File: src/rtl/logic_analyzer_capture.sv
// Capture front end: probe synchroniser, sample strobe, trigger and byte
// packing into per-channel FIFOs, followed by readout requests per channel.
module logic_analyzer_capture #(
    parameter int DIV_W        = 16,
    parameter int SAMPLE_BYTES = 256
) (
    input  logic             clk,
    input  logic             reset_n,
    input  logic [3:0]       ch_in,
    input  logic             start,
    input  logic             abort,
    input  logic [3:0]       ch_mask,
    input  logic [1:0]       trig_mode,
    input  logic [1:0]       trig_ch,
    input  logic [DIV_W-1:0] div,
    input  logic [3:0]       fifo_full,
    input  logic [3:0]       fifo_empty,
    output logic [3:0]       fifo_wr_req,
    output logic [7:0]       fifo_wr_data0,
    output logic [7:0]       fifo_wr_data1,
    output logic [7:0]       fifo_wr_data2,
    output logic [7:0]       fifo_wr_data3,
    output logic             en0,
    output logic             en1,
    output logic             en2,
    output logic             en3,
    output logic             busy,
    output logic             done,
    output logic             overflow
);

    localparam int BC_W = (SAMPLE_BYTES > 1) ? $clog2(SAMPLE_BYTES) : 1;
    localparam logic [BC_W-1:0] LAST_BYTE = BC_W'(SAMPLE_BYTES - 1);

    typedef enum logic [1:0] {S_IDLE, S_ARM, S_CAPTURE, S_DONE} state_t;

    state_t               state_q, state_d;
    logic [3:0]           sync1_q, sync_q;
    logic [3:0]           prev_q, prev_d;
    logic [3:0]           mask_q, mask_d;
    logic [1:0]           mode_q, mode_d;
    logic [1:0]           tch_q, tch_d;
    logic [DIV_W-1:0]     div_q, div_d;
    logic [DIV_W-1:0]     cnt_q, cnt_d;
    logic                 first_q, first_d;
    logic [2:0]           bit_cnt_q, bit_cnt_d;
    logic [BC_W-1:0]      byte_cnt_q, byte_cnt_d;
    logic [3:0][7:0]      sh_q, sh_d;
    logic [3:0][7:0]      data_q, data_d;
    logic                 wr_pend_q, wr_pend_d;
    logic [3:0]           en_q, en_d;
    logic                 ovf_q, ovf_d;

    logic                 strobe;
    logic                 trig_s, trig_p;
    logic                 fire;

    // Next-state logic for the FSM and all datapath registers
    always_comb begin
        state_d    = state_q;
        prev_d     = prev_q;
        mask_d     = mask_q;
        mode_d     = mode_q;
        tch_d      = tch_q;
        div_d      = div_q;
        first_d    = first_q;
        bit_cnt_d  = bit_cnt_q;
        byte_cnt_d = byte_cnt_q;
        sh_d       = sh_q;
        data_d     = data_q;
        wr_pend_d  = 1'b0;
        en_d       = en_q;
        ovf_d      = ovf_q;

        strobe = (cnt_q == div_q);
        cnt_d  = strobe ? '0 : cnt_q + DIV_W'(1);
        if (strobe) prev_d = sync_q;

        trig_s = sync_q[tch_q];
        trig_p = prev_q[tch_q];
        case (mode_q)
            2'd0:    fire = 1'b1;
            2'd1:    fire = ~first_q & trig_s & ~trig_p;
            2'd2:    fire = ~first_q & ~trig_s & trig_p;
            default: fire = ~first_q & (trig_s ^ trig_p);
        endcase

        if (abort) begin
            // abort beats start; overflow survives, the partial byte does not
            state_d   = S_IDLE;
            en_d      = '0;
            bit_cnt_d = '0;
        end else begin
            // write cycle following a completed byte
            if (wr_pend_q) begin
                byte_cnt_d = byte_cnt_q + BC_W'(1);
                if (|(mask_q & fifo_full)) ovf_d = 1'b1;
                if (byte_cnt_q == LAST_BYTE) state_d = S_DONE;
            end

            case (state_q)
                S_IDLE: begin
                    if (start) begin
                        state_d    = S_ARM;
                        mask_d     = ch_mask;
                        mode_d     = trig_mode;
                        tch_d      = trig_ch;
                        div_d      = div;
                        cnt_d      = '0;
                        first_d    = 1'b1;
                        ovf_d      = 1'b0;
                        byte_cnt_d = '0;
                        bit_cnt_d  = '0;
                    end
                end
                S_ARM: begin
                    if (strobe) begin
                        first_d = 1'b0;
                        if (fire) begin
                            // the firing sample is bit 0 of the first byte
                            state_d = S_CAPTURE;
                            for (int i = 0; i < 4; i++) sh_d[i][0] = sync_q[i];
                            bit_cnt_d = 3'd1;
                        end
                    end
                end
                S_CAPTURE: begin
                    if (strobe) begin
                        for (int i = 0; i < 4; i++) sh_d[i][bit_cnt_q] = sync_q[i];
                        bit_cnt_d = bit_cnt_q + 3'd1;
                        if (bit_cnt_q == 3'd7) begin
                            wr_pend_d = 1'b1;
                            for (int i = 0; i < 4; i++)
                                data_d[i] = {sync_q[i], sh_q[i][6:0]};
                        end
                    end
                end
                default: begin
                    // readout: request every masked channel still holding data
                    en_d = mask_q & ~fifo_empty;
                    if ((fifo_empty & mask_q) == mask_q) begin
                        state_d = S_IDLE;
                        en_d    = '0;
                    end
                end
            endcase
        end
    end

    // State, synchroniser and datapath registers
    always_ff @(posedge clk or negedge reset_n) begin
        if (!reset_n) begin
            state_q    <= S_IDLE;
            sync1_q    <= '0;
            sync_q     <= '0;
            prev_q     <= '0;
            mask_q     <= '0;
            mode_q     <= '0;
            tch_q      <= '0;
            div_q      <= '0;
            cnt_q      <= '0;
            first_q    <= 1'b0;
            bit_cnt_q  <= '0;
            byte_cnt_q <= '0;
            sh_q       <= '0;
            data_q     <= '0;
            wr_pend_q  <= 1'b0;
            en_q       <= '0;
            ovf_q      <= 1'b0;
        end else begin
            state_q    <= state_d;
            sync1_q    <= ch_in;
            sync_q     <= sync1_q;
            prev_q     <= prev_d;
            mask_q     <= mask_d;
            mode_q     <= mode_d;
            tch_q      <= tch_d;
            div_q      <= div_d;
            cnt_q      <= cnt_d;
            first_q    <= first_d;
            bit_cnt_q  <= bit_cnt_d;
            byte_cnt_q <= byte_cnt_d;
            sh_q       <= sh_d;
            data_q     <= data_d;
            wr_pend_q  <= wr_pend_d;
            en_q       <= en_d;
            ovf_q      <= ovf_d;
        end
    end

    assign fifo_wr_req   = {4{wr_pend_q}} & mask_q & ~fifo_full;
    assign fifo_wr_data0 = data_q[0];
    assign fifo_wr_data1 = data_q[1];
    assign fifo_wr_data2 = data_q[2];
    assign fifo_wr_data3 = data_q[3];
    assign en0           = en_q[0];
    assign en1           = en_q[1];
    assign en2           = en_q[2];
    assign en3           = en_q[3];
    assign busy          = (state_q == S_ARM) || (state_q == S_CAPTURE);
    assign done          = (state_q == S_DONE);
    assign overflow      = ovf_q;

endmodule

File: config.mk
export PLATFORM = sky130hd
export DESIGN_NAME = logic_analyzer_capture
export DESIGN_NICKNAME = d
export VERILOG_FILES = /design/src/rtl/logic_analyzer_capture.sv
export SDC_FILE = /design/constraint.sdc
export NUM_CORES = 1
export LEC_CHECK = 0
export BUFFER_PORTS_ARGS = -buffer_cell sky130_fd_sc_hd__buf_2
export CORE_AREA = 3 3 164 166
export DETAILED_ROUTE_END_ITERATION = 8
export DIE_AREA = 0 0 167 169
export HOLD_SLACK_MARGIN = 0.15
export PLACE_DENSITY = 0.46
export SYNTH_ARGS = -nofsm -noshare
export SYNTH_HDL_FRONTEND = slang
export SYNTH_SLANG_ARGS = --single-unit
File: constraint.sdc
create_clock -name clk -period 5.1 [get_ports clk]
set_clock_uncertainty 0.15 [all_clocks]
set_input_delay 1.02 -clock clk [delete_from_list [all_inputs] [get_ports clk]]
set_output_delay 1.02 -clock clk [all_outputs]
set_load 0.005 [all_outputs]
* Yosys cells after proc, flatten, opt, wreduce, memory -nomap -nowiden
Index checks and enable logic that the tools add are counted.
Operators by class: reductions and logical operators 15, add/subtract/negate cells 3, order comparisons 3, muxes and demuxes 59, bitwise logic cells 17, eq/ne operators 18
Operators with widths (number):
- $mux W16 | 4
- $bwmux W8 | 4
- $mux W25 | 1
- $mux W8 | 3
- $mux W1 | 21
- $and A4 B4 Y4 | 5
- $add A16 B1 Y16 const B | 1
- $eq A16 B16 Y1 | 1
- $mux W3 | 5
- $mux W2 | 7
- $mux W4 | 3
- $ne A3 B3 Y1 const B | 4
- $pmux W1 S2 | 5
- $reduce_and A5 Y1 | 2
- $pmux W3 S3 | 1
- $add A8 B1 Y8 const B | 1
- $eq A8 B8 Y1 const B | 1
- $ne A2 B2 Y1 const B | 4
- $not A4 Y4 | 2
- $reduce_and A4 Y1 | 2
- $eq A2 B2 Y1 const B | 3
- $pmux W2 S3 | 1
- $reduce_and A3 Y1 | 2
- $and A1 B1 Y1 | 5
- 20 further kinds | 27
Word-level totals: output and inout bits 43, register bits 136, input bits 40, word-level logic and storage cells 142

* Logic depth before layout (Yosys ltp)
depth after elaboration 10, mapped depth 8, mapped depth without buffers 7

* Least setup slack after synthesis
OpenSTA, ideal clock, no wires.
kind input port to flip-flop, start input port abort, end register data_q, in the netlist fifo_wr_data1[1], required time 4825 ps, buffers on the path 2, path slack 2424 ps, cell stages on the path 6, data arrival time 2402 ps, library setup time 125 ps, cell sequence clkbuf_1 > nor2_1 > nand2_1 > nor2_2 > buf_4 > mux2_2
Between the ends: cells in the longest elaborated chain, start to end 2
RTL lines:
- from (decl) | line 11 | input logic abort,
- $not A1 Y1 (no source line)
- $reduce_and A4 Y1 (no source line)
- to (signal assigned) | line 184 | data_q <= data_d;
- to (decl) | line 49 | logic [3:0][7:0] data_q, data_d;
No other way between the ends. A chain may end at the register's enable or synchronous reset.

* Worst setup path after layout
start register cnt_q[11], end register data_q, in the netlist fifo_wr_data1[6]
Between the ends: cells in the longest elaborated chain, start to end 2
RTL lines:
- from (decl) | line 44 | logic [DIV_W-1:0] cnt_q, cnt_d;
- from (signal assigned) | line 179 | cnt_q <= cnt_d;
- $eq A16 B16 Y1 | line 75 | strobe = (cnt_q == div_q);
- $reduce_and A4 Y1 (no source line)
No other way between the ends.

==> impl_metrics.yaml <==
status:
  outcome: "completed"
die:
  rows: 59
  die_h_um: 169
  io_pins: 83
  die_area_um2: 28200
  core_area_um2: 25800
  start_util: 0.226
  die_w_um: 167
clock_network:
  clk_pin_slew_worst_paths_ns: 0.06
  cts_hold_buf: 0
  cts_tree: "built"
  clock_sinks: 132
  htree_levels: 4
  clockBufferDepth: 2
  postCtsSetupRepairBufs: 0
  clockRootBuffer: "clkbuf_16"
  cts_buffers: 17
  cts_repair_resize_count: 0
  clk_latency_ns: 0.43
critical_path:
  cp_slowest_cell: "nor2_4"
  reg2reg_from: "cnt_q[11]"
  arrival_ns: 3.20
  crit_required_ns: 5.26
  criticalPathCategory: "flip-flop to flip-flop"
  cp-end-kind: "flip-flop"
  crit_buf_inv: 0
  cp_top_family: "simple AND/OR/NAND/NOR gates"
  path_cells: "xor2_1, nor4_1, nand4_2, nor2_4, mux2_2"
  slowest_delay_ns: 0.88
  startpoint: "cnt_q[11]"
  path_max_fanout: 28
  cp-start-kind: "flip-flop"
grt:
  overflow: 0
  grtUsageTotal: 0.101
  grt_pass1_wl_mm: 22.5
  grt_max_degree: 99
  grt_pass1_vias: 4103
  antenna_found_initial: 0
synth:
  syn_area_um2: 5820
  yosysUniqueCellTypes: 51
  synth-main-ff-cell: "dfrtp_1"
  synth_cells: 518
  yosys-top-cells-area: "dfrtp_1 (57%), mux2_2 (10%), nand2_1 (6.0%), xor2_1 (3.8%), o21ai_0 (2.1%)"
  synth-edff-count: 0
  synth_top_area_frac: 0.567
  synth_top_area_cell: "dfrtp_1"
  synthArstFlopShare: 1.00
  synth.avg_cell_area_um2: 11.2
  seq_area_frac_synth: 0.567
  synth_warnings: 0
  ys_ff_latch: 132
  syn-num-nets: 567
placement:
  gp_congestion: 0.743
  portBuffers: 82
  dpl.hpwl_mm: 9.09
cells_and_area:
  fin_nets: 649
  nFillCells: 2694
  fin_util: 0.279
  area_delta_synth_final_pct: 23.6
  drive_above_1_share: 0.290
timing:
  min_period_ns: 3.04
  tns_ns: 0
  finalHoldViolations: 0
  finalCritPeriodShare: 0.596
  finalSetupViolations: 0
  slew_violations: 0
  max_freq_mhz: 329
  rsz0062_at_grt: "false"
  max_slew_margin: 0.372
  worst_pin_slew_ns: 0.942
pwr:
  p_leak_nw: 3.61
  p_per_area_nw_per_um2: 360
  vdd_drop_max_v: 0.000173
drt:
  vias_per_cell: 4.15
  drcViolationCount: 0
  first_pass_iters: 4
  ant_nets: 0
  first_iter_violations: 138
  wl_mm: 13.6
  wl_per_cell_um: 14.4
  vias: 3938
hold_path:
  holdCritStartpoint: "sync1_q[1]"
  worstHoldPathType: "flip-flop to flip-flop"
job:
  maxCapViolations: 0
power by group:
| group | switching, mW | internal, mW |
|---|---|---|
| logic | 0.105 | 0.0807 |
| registers | 0.0680 | 1.10 |
| clock network | 0.569 | 0.667 |
routing by layer:
layer,vias to the layer above,track usage,share of wire
li1,1937,-,-
met1,1917,0.133,0.48
met2,73,0.153,0.45
met3,11,0.0329,0.051
met4,0,0.0398,0.010
met5,-,0,0
cell families after synthesis:
group	Yosys count	share of synthesized area
AND/OR/NAND/NOR	192	0.160
flip-flops	132	0.567
multiplexers	62	0.118
AO/OA/AOI/OAI	55	0.0621
buffers and inverters	37	0.0264
XOR/XNOR	31	0.0466
adder cells (fa/ha/maj)	9	0.0193
path summary, 6_finish.rpt:
| path | to | slack (ns) | depth (start not counted) |
|---|---|---|---|
| max | fifo_wr_data1[6] | 2.06 | 5 |
| min | sync_q[1] | 0.20 | 0 |
| max reg2reg | fifo_wr_data1[6] | 2.06 | 5 |
| min reg2reg | sync_q[1] | 0.20 | 0 |
| max in group asynchronous | sync1_q[1] | 3.19 | 2 |
| min in group asynchronous | div_q[13] | 0.52 | 1 |
cell usage in the layout (no fill, tap or decap), drive strengths merged, types with 3 or more instances in the layout:
master,instances
a2111oi,3
a21oi,14
and3,4
buf,85
clkbuf,17
clkinv,4
dfrtp,132
ha,9
inv,25
mux2,54
mux2i,8
nand2,93
nand2b,9
nand3,9
nand3b,6
nand4,7
nor2,30
nor2b,5
nor3,7
nor4,5
o21ai,25
or3,6
xnor2,6
xor2,25
area by class of cell:
class	count	area [um^2]	share of cell area
Tap cell	335	419	0.0583
Clock buffer	17	425	0.0591
Clock inverter	15	180	0.0250
Sequential cell	132	3300	0.459
Antenna cell	1	2.50	0.000348
Multi-Input combinational cell	349	2370	0.329
Timing Repair Buffer	85	439	0.0610
Inverter	15	56.3	0.00783
through the flow:
| step | setup slack [ns] | cells | hold WS, ns | total power, mW | instance area [um^2] |
|---|---|---|---|---|---|
| final | 2.06 | 949 | 0.202 | 2.59 | 7190 |
| after global routing | 1.80 | 948 | 0.206 | 2.72 | 7190 |
| after CTS | 1.99 | 948 | 0.204 | 2.65 | 7190 |
| after detailed placement | 1.96 | 916 | 0.189 | 1.38 | 6590 |
| after global placement | 2.00 | 916 | 0.183 | 1.38 | 6590 |
| after floorplan | 2.42 | 518 | 0.181 | 1.29 | 5820 |
registers in the layout, summed over array words and instances, names as in the netlist, 8 cells and up:
register and flops:
sh_q 28, cnt_q 16, div_q 16, byte_cnt_q 8, fifo_wr_data0 8, fifo_wr_data1 8, fifo_wr_data2 8, fifo_wr_data3 8
synth_stat cells (all sizes together), types with 2 or more instances:
master / number
a2111oi: 3
a21oi: 14
a22oi: 2
and3: 4
and4bb: 2
buf: 6
clkbuf: 16
dfrtp: 132
ha: 9
inv: 15
mux2: 54
mux2i: 8
nand2: 93
nand2b: 9
nand3: 9
nand3b: 6
nand4: 7
nand4b: 2
nor2: 30
nor2b: 5
nor3: 7
nor3b: 2
nor4: 5
o21ai: 25
o32a: 2
or3: 6
xnor2: 6
xor2: 25
(Power assumes the default switching activity.)
